### src/rtl/regfile_wr_arbiter_if.sv
// Bundle for the shared register-file write port: requester-side handshake
// plus the registered write-port outputs and arbiter status.
interface regfile_wr_arbiter_if #(
  parameter int NUM_REQ = 3,
  parameter int ADDR_W  = 5,
  parameter int DATA_W  = 16
);
  logic [NUM_REQ-1:0]        req_valid;
  logic [NUM_REQ-1:0]        req_ready;
  logic [NUM_REQ-1:0]        req_lock;
  logic [NUM_REQ*ADDR_W-1:0] req_addr;
  logic [NUM_REQ*DATA_W-1:0] req_data;
  logic [ADDR_W-1:0]         rf_write_addr;
  logic [DATA_W-1:0]         rf_write_data;
  logic                      rf_write_en;
  logic [2:0]                grant_id;
  logic                      locked;

  modport master (
    output req_valid, req_lock, req_addr, req_data,
    input  req_ready, rf_write_addr, rf_write_data, rf_write_en, grant_id, locked
  );

  modport slave (
    input  req_valid, req_lock, req_addr, req_data,
    output req_ready, rf_write_addr, rf_write_data, rf_write_en, grant_id, locked
  );
endinterface

### src/rtl/regfile_wr_arbiter.sv
// Round-robin arbiter with burst lock in front of the register-file write port;
// the winning beat is registered and written one cycle after acceptance.
module regfile_wr_arbiter #(
  parameter int NUM_REQ   = 3,
  parameter int ADDR_W    = 5,
  parameter int DATA_W    = 16,
  parameter int MAX_BURST = 8,
  parameter int IDLE_TO   = 4
) (
  input logic                 i_clk,
  input logic                 i_rst_n,
  regfile_wr_arbiter_if.slave bus
);

  typedef enum logic {IDLE, LOCKED} state_t;

  state_t            r_state, w_nextState;
  logic [2:0]        r_rrPtr, w_nextRrPtr;
  logic [2:0]        r_owner, w_nextOwner;
  logic [7:0]        r_beatCnt, w_nextBeatCnt;
  logic [7:0]        r_idleCnt, w_nextIdleCnt;
  logic [2:0]        r_grantId;
  logic              r_wrEn;
  logic [ADDR_W-1:0] r_wrAddr;
  logic [DATA_W-1:0] r_wrData;

  logic [7:0]        w_validPad, w_lockPad, w_readyPad;
  logic [3:0]        w_scan;
  logic [2:0]        w_winIdx;
  logic              w_accept;
  logic              w_winLock;
  logic [ADDR_W-1:0] w_winAddr;
  logic [DATA_W-1:0] w_winData;

  function automatic logic [2:0] nextIdx(input logic [2:0] idx);
    return (idx == 3'(NUM_REQ - 1)) ? 3'd0 : idx + 3'd1;
  endfunction

  // Vectors are padded to 8 entries so a 3-bit index is always in range.
  always_comb begin
    w_validPad = '0;
    w_lockPad  = '0;
    w_validPad[NUM_REQ-1:0] = bus.req_valid;
    w_lockPad[NUM_REQ-1:0]  = bus.req_lock;
    w_readyPad = '0;
    w_winIdx   = r_owner;
    w_accept   = 1'b0;
    w_scan     = '0;
    if (i_rst_n) begin
      if (r_state == IDLE) begin
        for (int k = 0; k < NUM_REQ; k++) begin
          w_scan = {1'b0, r_rrPtr} + 4'(k);
          if (w_scan >= 4'(NUM_REQ)) w_scan = w_scan - 4'(NUM_REQ);
          if (!w_accept && w_validPad[w_scan[2:0]]) begin
            w_accept = 1'b1;
            w_winIdx = w_scan[2:0];
          end
        end
      end else if (w_validPad[r_owner]) begin
        w_accept = 1'b1;
      end
      if (w_accept) w_readyPad[w_winIdx] = 1'b1;
    end
  end

  assign bus.req_ready = w_readyPad[NUM_REQ-1:0];
  assign w_winLock     = w_lockPad[w_winIdx];

  always_comb begin
    w_winAddr = '0;
    w_winData = '0;
    for (int i = 0; i < NUM_REQ; i++) begin
      if (w_winIdx == 3'(i)) begin
        w_winAddr = bus.req_addr[i*ADDR_W +: ADDR_W];
        w_winData = bus.req_data[i*DATA_W +: DATA_W];
      end
    end
  end

  // Lock release hands the round-robin pointer to the requester after the owner.
  always_comb begin
    w_nextState   = r_state;
    w_nextRrPtr   = r_rrPtr;
    w_nextOwner   = r_owner;
    w_nextBeatCnt = r_beatCnt;
    w_nextIdleCnt = r_idleCnt;
    case (r_state)
      IDLE: begin
        if (w_accept) begin
          if (w_winLock && (MAX_BURST > 1)) begin
            w_nextState   = LOCKED;
            w_nextOwner   = w_winIdx;
            w_nextBeatCnt = 8'd1;
            w_nextIdleCnt = 8'd0;
          end else begin
            w_nextRrPtr = nextIdx(w_winIdx);
          end
        end
      end
      LOCKED: begin
        if (w_accept) begin
          w_nextBeatCnt = r_beatCnt + 8'd1;
          w_nextIdleCnt = 8'd0;
          if (!w_winLock || (({1'b0, r_beatCnt} + 9'd1) >= 9'(MAX_BURST))) begin
            w_nextState   = IDLE;
            w_nextRrPtr   = nextIdx(r_owner);
            w_nextBeatCnt = 8'd0;
          end
        end else begin
          w_nextIdleCnt = r_idleCnt + 8'd1;
          if (({1'b0, r_idleCnt} + 9'd1) >= 9'(IDLE_TO)) begin
            w_nextState   = IDLE;
            w_nextRrPtr   = nextIdx(r_owner);
            w_nextBeatCnt = 8'd0;
            w_nextIdleCnt = 8'd0;
          end
        end
      end
      default: w_nextState = IDLE;
    endcase
  end

  always_ff @(posedge i_clk) begin
    if (!i_rst_n) begin
      r_state   <= IDLE;
      r_rrPtr   <= '0;
      r_owner   <= '0;
      r_beatCnt <= '0;
      r_idleCnt <= '0;
    end else begin
      r_state   <= w_nextState;
      r_rrPtr   <= w_nextRrPtr;
      r_owner   <= w_nextOwner;
      r_beatCnt <= w_nextBeatCnt;
      r_idleCnt <= w_nextIdleCnt;
    end
  end

  always_ff @(posedge i_clk) begin
    if (!i_rst_n) begin
      r_wrEn    <= 1'b0;
      r_wrAddr  <= '0;
      r_wrData  <= '0;
      r_grantId <= '0;
    end else begin
      r_wrEn <= w_accept;
      if (w_accept) begin
        r_wrAddr  <= w_winAddr;
        r_wrData  <= w_winData;
        r_grantId <= w_winIdx;
      end
    end
  end

  assign bus.rf_write_en   = r_wrEn;
  assign bus.rf_write_addr = r_wrAddr;
  assign bus.rf_write_data = r_wrData;
  assign bus.grant_id      = r_grantId;
  assign bus.locked        = (r_state == LOCKED);

endmodule

### src/flat_wrapper.sv
// flat-port wrapper written by rule: the top's interface ports become plain ports
module regfile_wr_arbiter_flat 
#(
  parameter int NUM_REQ   = 3,
  parameter int ADDR_W    = 5,
  parameter int DATA_W    = 16,
  parameter int MAX_BURST = 8,
  parameter int IDLE_TO   = 4
)
  (i_clk, i_rst_n, bus_req_valid, bus_req_lock, bus_req_addr, bus_req_data, bus_req_ready, bus_rf_write_addr, bus_rf_write_data, bus_rf_write_en, bus_grant_id, bus_locked);
  regfile_wr_arbiter_if #(.NUM_REQ(NUM_REQ), .ADDR_W(ADDR_W), .DATA_W(DATA_W)) bus_i ();
  input logic i_clk;
  input logic i_rst_n;
  input wire logic [$bits(bus_i.req_valid)-1:0] bus_req_valid;
  input wire logic [$bits(bus_i.req_lock)-1:0] bus_req_lock;
  input wire logic [$bits(bus_i.req_addr)-1:0] bus_req_addr;
  input wire logic [$bits(bus_i.req_data)-1:0] bus_req_data;
  output wire logic [$bits(bus_i.req_ready)-1:0] bus_req_ready;
  output wire logic [$bits(bus_i.rf_write_addr)-1:0] bus_rf_write_addr;
  output wire logic [$bits(bus_i.rf_write_data)-1:0] bus_rf_write_data;
  output wire logic [$bits(bus_i.rf_write_en)-1:0] bus_rf_write_en;
  output wire logic [$bits(bus_i.grant_id)-1:0] bus_grant_id;
  output wire logic [$bits(bus_i.locked)-1:0] bus_locked;
  assign bus_i.req_valid = bus_req_valid;
  assign bus_i.req_lock = bus_req_lock;
  assign bus_i.req_addr = bus_req_addr;
  assign bus_i.req_data = bus_req_data;
  assign bus_req_ready = bus_i.req_ready;
  assign bus_rf_write_addr = bus_i.rf_write_addr;
  assign bus_rf_write_data = bus_i.rf_write_data;
  assign bus_rf_write_en = bus_i.rf_write_en;
  assign bus_grant_id = bus_i.grant_id;
  assign bus_locked = bus_i.locked;
  regfile_wr_arbiter #(.NUM_REQ(NUM_REQ), .ADDR_W(ADDR_W), .DATA_W(DATA_W), .MAX_BURST(MAX_BURST), .IDLE_TO(IDLE_TO)) u_core (.i_clk(i_clk), .i_rst_n(i_rst_n), .bus(bus_i));
endmodule
### config.mk
export PLATFORM = sky130hd
export DESIGN_NAME = regfile_wr_arbiter_flat
export DESIGN_NICKNAME = d
export VERILOG_FILES = /design/src/rtl/regfile_wr_arbiter_if.sv /design/src/rtl/regfile_wr_arbiter.sv /design/src/flat_wrapper.sv
export SDC_FILE = /design/constraint.sdc
export NUM_CORES = 1
export LEC_CHECK = 0
export ABC_AREA = 1
export CAP_MARGIN = 25
export CORE_MARGIN = 1
export CORE_UTILIZATION = 42
export DETAILED_ROUTE_END_ITERATION = 6
export PLACE_DENSITY = 0.76
export SLEW_MARGIN = 20
export SYNTH_ARGS = -nofsm -noshare
export SYNTH_HDL_FRONTEND = slang
export SYNTH_SLANG_ARGS = --single-unit
### constraint.sdc
create_clock -name i_clk -period 3.2 [get_ports i_clk]
set_clock_uncertainty 0.2 [all_clocks]
set_input_delay 0.64 -clock i_clk [delete_from_list [all_inputs] [get_ports i_clk]]
set_output_delay 0.64 -clock i_clk [all_outputs]
set_load 0.005 [all_outputs]
==> results of run 1 <==
[cell type report]
type,instances,area (um^2)
inverter,45,179
multi-input combinational,340,2180
tap,99,124
sequential,48,965
clock inverter,3,18.8
timing repair buffer,157,1450
clock buffer,5,68.8
fill,631,2310
[layout by cell type (no fill, tap or decap), drive strengths merged]
cell type / synthesis / routed
nor4: 2 / 2
a21oi: 15 / 15
nand3: 37 / 37
o211ai: 2 / 2
clkdlybuf4s50: 0 / 96
buf: 14 / 61
o21ai: 31 / 31
nor3: 8 / 8
xnor2: 5 / 5
inv: 45 / 45
ha: 11 / 11
xor2: 7 / 7
clkbuf: 14 / 5
clkinv: 0 / 3
nand2: 110 / 110
dfxtp: 48 / 48
a41oi: 21 / 21
nor2: 42 / 42
nand4: 49 / 49
[state kept, by name, summed over array words and instances, names as in the netlist]
name	count
u_core.bus.rf_write_addr	5
u_core.bus.grant_id	3
u_core.bus.locked	1
u_core.r_owner	3
u_core.bus.rf_write_data	16
u_core.r_beatCnt	8
u_core.bus.rf_write_en	1
u_core.r_idleCnt	8
u_core.r_rrPtr	3
[where the power goes]
part           switching (mW)  internal [mW]  total, mW
registers               0.103          0.775      0.878
logic                    2.06           1.58       3.64
clock network           0.215          0.153      0.368
total                    2.38           2.51       4.89
[cells in the mapped netlist (2+ instances only)]
cell type,number
sky130_fd_sc_hd__nand2_1,97
sky130_fd_sc_hd__dfxtp_1,48
sky130_fd_sc_hd__nand4_1,48
sky130_fd_sc_hd__nor2_1,41
sky130_fd_sc_hd__inv_1,39
sky130_fd_sc_hd__nand3_1,29
sky130_fd_sc_hd__o21ai_0,26
sky130_fd_sc_hd__a41oi_1,21
sky130_fd_sc_hd__clkbuf_1,14
sky130_fd_sc_hd__a21oi_1,13
sky130_fd_sc_hd__ha_1,11
sky130_fd_sc_hd__nand2_2,11
sky130_fd_sc_hd__buf_2,8
sky130_fd_sc_hd__nand3_2,7
sky130_fd_sc_hd__xor2_1,7
sky130_fd_sc_hd__inv_2,6
sky130_fd_sc_hd__nor3_1,5
sky130_fd_sc_hd__xnor2_1,5
sky130_fd_sc_hd__buf_4,4
sky130_fd_sc_hd__o21ai_1,4
sky130_fd_sc_hd__nor3_2,3
sky130_fd_sc_hd__a21oi_2,2
sky130_fd_sc_hd__buf_1,2
sky130_fd_sc_hd__nand2_4,2
[what timing repair did]
item,CTS,global route
hold buffers,0,0
hold endpoints to repair,0,0
gates cloned,0,1
pin swaps,12,19
endpoints found under the setup margin,47,47
resized for setup,41,47
buffers inserted,4,7
[through the flow]
stage	util, %	worst slack [ns]	TNS, ns
2_1_floorplan	-	0.0129	0
3_3_place_gp	62.2	-0.465	-5.40
3_5_place_dp	62.2	-0.497	-8.16
4_1_cts	64.8	-0.162	-0.263
5_1_grt	68.4	-0.335	-6.61
6_report	68.4	-0.131	-0.408
[tightest hold or removal path, stage by stage, from the launching register on]
cell and delay, ns:
sky130_fd_sc_hd__dfxtp_1 0.33, sky130_fd_sc_hd__nand2_1 0.06, sky130_fd_sc_hd__nor2_1 0.04
[per-layer routing]
metal	up-vias	wire length [um]	global-route usage, %
met5	-	0	0
met2	130	5170	45.6
met4	0	194	7.50
li1	1852	-	-
met1	1808	4080	27.9
met3	18	784	7.66
[final timing paths]
kind,slack [ns],endpoint,depth (start not counted),from
worst max-delay path,-0.13,bus_req_ready[0],19,u_core.r_rrPtr[0]$_SDFFE_PN0P_
worst min-delay path,0.26,u_core.bus.grant_id[2]$_SDFFE_PN0P_,2,u_core.bus.grant_id[2]$_SDFFE_PN0P_
worst max register to register,-0.04,u_core.r_beatCnt[2]$_SDFFE_PN0P_,22,u_core.r_rrPtr[0]$_SDFFE_PN0P_
worst min register to register,0.26,u_core.bus.grant_id[2]$_SDFFE_PN0P_,2,u_core.bus.grant_id[2]$_SDFFE_PN0P_
[logic make-up after synthesis]
family	after synthesis	synth area share, %
AOI/OAI and AO/OA	69	14.0
xor gates and xnor gates	12	3.30
adders and majority gates	11	4.32
buffers and inverters	73	9.39
DFF	48	30.2
and+or+nand+nor	248	38.8
==> results.txt, run 1 <==
----------------------------------------------------
[Timing]
  Setup violations, final ... 10
  Worst slew margin ... between 70% and 80%
  Setup repair after global routing missed its margin ... yes
  Minimum hold slack ... around 0.26 ns
  Actual slew at the worst max-slew pin ... 0.386 ns
  Final Max Slew Viols ... 0
  Final count of hold timing violations ... 0
  Minimum setup slack in the final design ... -0.131 ns
  Fin crit period ... roughly 3.3 ns
  Achievable frequency ... ~300 MHz
  Post-route fraction of the period consumed by the critical path ... 104%

[Floorplanning]
  Core region area ... 7290 um^2
  Initial cell density of the core ... 43.7%
  Site row count ... 31
  Die height ... ~89 um
  # IOs ... 100
  Chip Width ... around 89 um
  Die area ... 7930 um^2

[Power and ir drop]
  Leakage power of the design ... approximately 2 nW
  Maximum vdd drop ... between 0.4 and 0.5 mV
  Cell area power density ... ~980 nW/um^2
  Power Total ... between 4 and 5 mW

[Synth]
  Top_reg_cell synth ... sky130_fd_sc_hd__dfxtp_1
  Share of flip-flops with an asynchronous set or reset ... 0%
  Top-area cell type share of the netlist area ... 30.2%
  Largest cells by area after synthesis ... sky130_fd_sc_hd__dfxtp_1 (30%), sky130_fd_sc_hd__nand2_1 (11%), sky130_fd_sc_hd__nand4_1 (9.4%)
  Synthesized flop and latch total ... 48
  Mapped Nets ... 543
  Cell accounting for the most synthesized area ... sky130_fd_sc_hd__dfxtp_1
  Number of enable flip-flop cells after synthesis ... 0
  Mean instance size in the synthesized netlist ... just under 7 um^2
  Post-synthesis cell count ... between 400 and 500
  Post-synthesis cell type count ... 32
  Warnings from Yosys ... 0
  Part of the Yosys area used for sequential elements ... between 30 and 40%
  Synthesized area ... around 3200 um^2

[Worst setup path]
  Delay of the slowest cell on the worst path ... approximately 0.35 ns
  Arrival time of the worst setup path ... approximately 2.5 ns
  Slowest cell on crit path ... sky130_fd_sc_hd__dfxtp_2
  Cell class contributing the biggest share of worst-path delay ... simple AND/OR/NAND/NOR gates
  Worst Path Buf+Inv ... 4
  Type of destination of the critical path ... primary output
  Cell Chain, Critical Path ... ha_4 -> ha_4 -> inv_2 -> nor2_1 -> nand2_1 -> nand3_1 -> nand2_1 -> inv_2 -> nand2_4 -> nor2_4 -> nand3_1 -> nand2_1 -> inv_2 -> nand2_2 -> nand2_2 -> nand3_2 -> nand2_2 -> nor3_2 -> buf_2
  Class of the most critical setup path ... reg -> out
  Critical path startpoint category ... flip-flop
  Crit path required time ... between 2 and 2.5 ns
  Largest driver fanout on the critical path ... 3

[GRT]
  Overflow after GRT ... 0
  Vias in the first global route ... between 3,000 and 4,000
  Aggregate global-route resource usage ... about 25%
  Wire length of the first global-routing pass ... between 15,000 and 20,000 um
  Antenna violations before repair ... 0
  Maximum number of pins on one net before global-route repair ... a little over 50

[Route]
  DR WL/cell ... around 15 um
  Post-detailed-route DRC marker count ... 0
  Sum of routed wire length over all layers ... between 10,000 and 15,000 um
  Antenna-violating nets left ... 0
  Number of detailed-route iterations in the first pass ... 5
  Vias/cell ... ~5.5
  Detailed Route Iter0 Violations ... around 160
  Vias ... around 3,800

[Cells and area]
  Fraction of layout cells with a size suffix above 1 ... 25.6%
  Number of nets in the layout ... a little under 700
  Area growth from synthesis to layout ... 56.6%
  Final Non-Filler Cells ... around 700
  Post-route design area ... between 4000 and 5000 um^2
  Diode count ... 0

[Run]
  Max cap viols ... 0

[Status]
  Violations in the final reports ... setup timing
  Status ... complete, but fails checks

[Clock tree]
  CTS tree ... built
  Clock latency reported for the late side of the worst-skew pair ... approximately 0.31 ns
  Number of buffers added by the clock tree synthesis step ... 5
  Reg clk slew, reported paths ... around 0.10 ns
  H-tree level count ... 2
  Clock tree buffer depth ... 2
  Number of sinks on the clock net ... between 40 and 50
  CTS root buf ... sky130_fd_sc_hd__clkbuf_8

[Place]
  Total placed instance area ... ~4500 um^2
  Post-DP HPWL ... just under 7000 um
  Port-buffer cells ... between 90 and 100
  Placer congestion estimate ... ~0.85
  Placed Instances ... 678

[Worst hold path]
  Type of the most critical hold path ... reg -> reg

----------------------------------------------------
(Power assumes the default switching activity.)
==> inputs of run 2 (changes only) <==
SLEW_MARGIN = not set   (was 20)
==> results of run 2 <==
No change in the layout: final DEF, timing and power equal those of run 1.
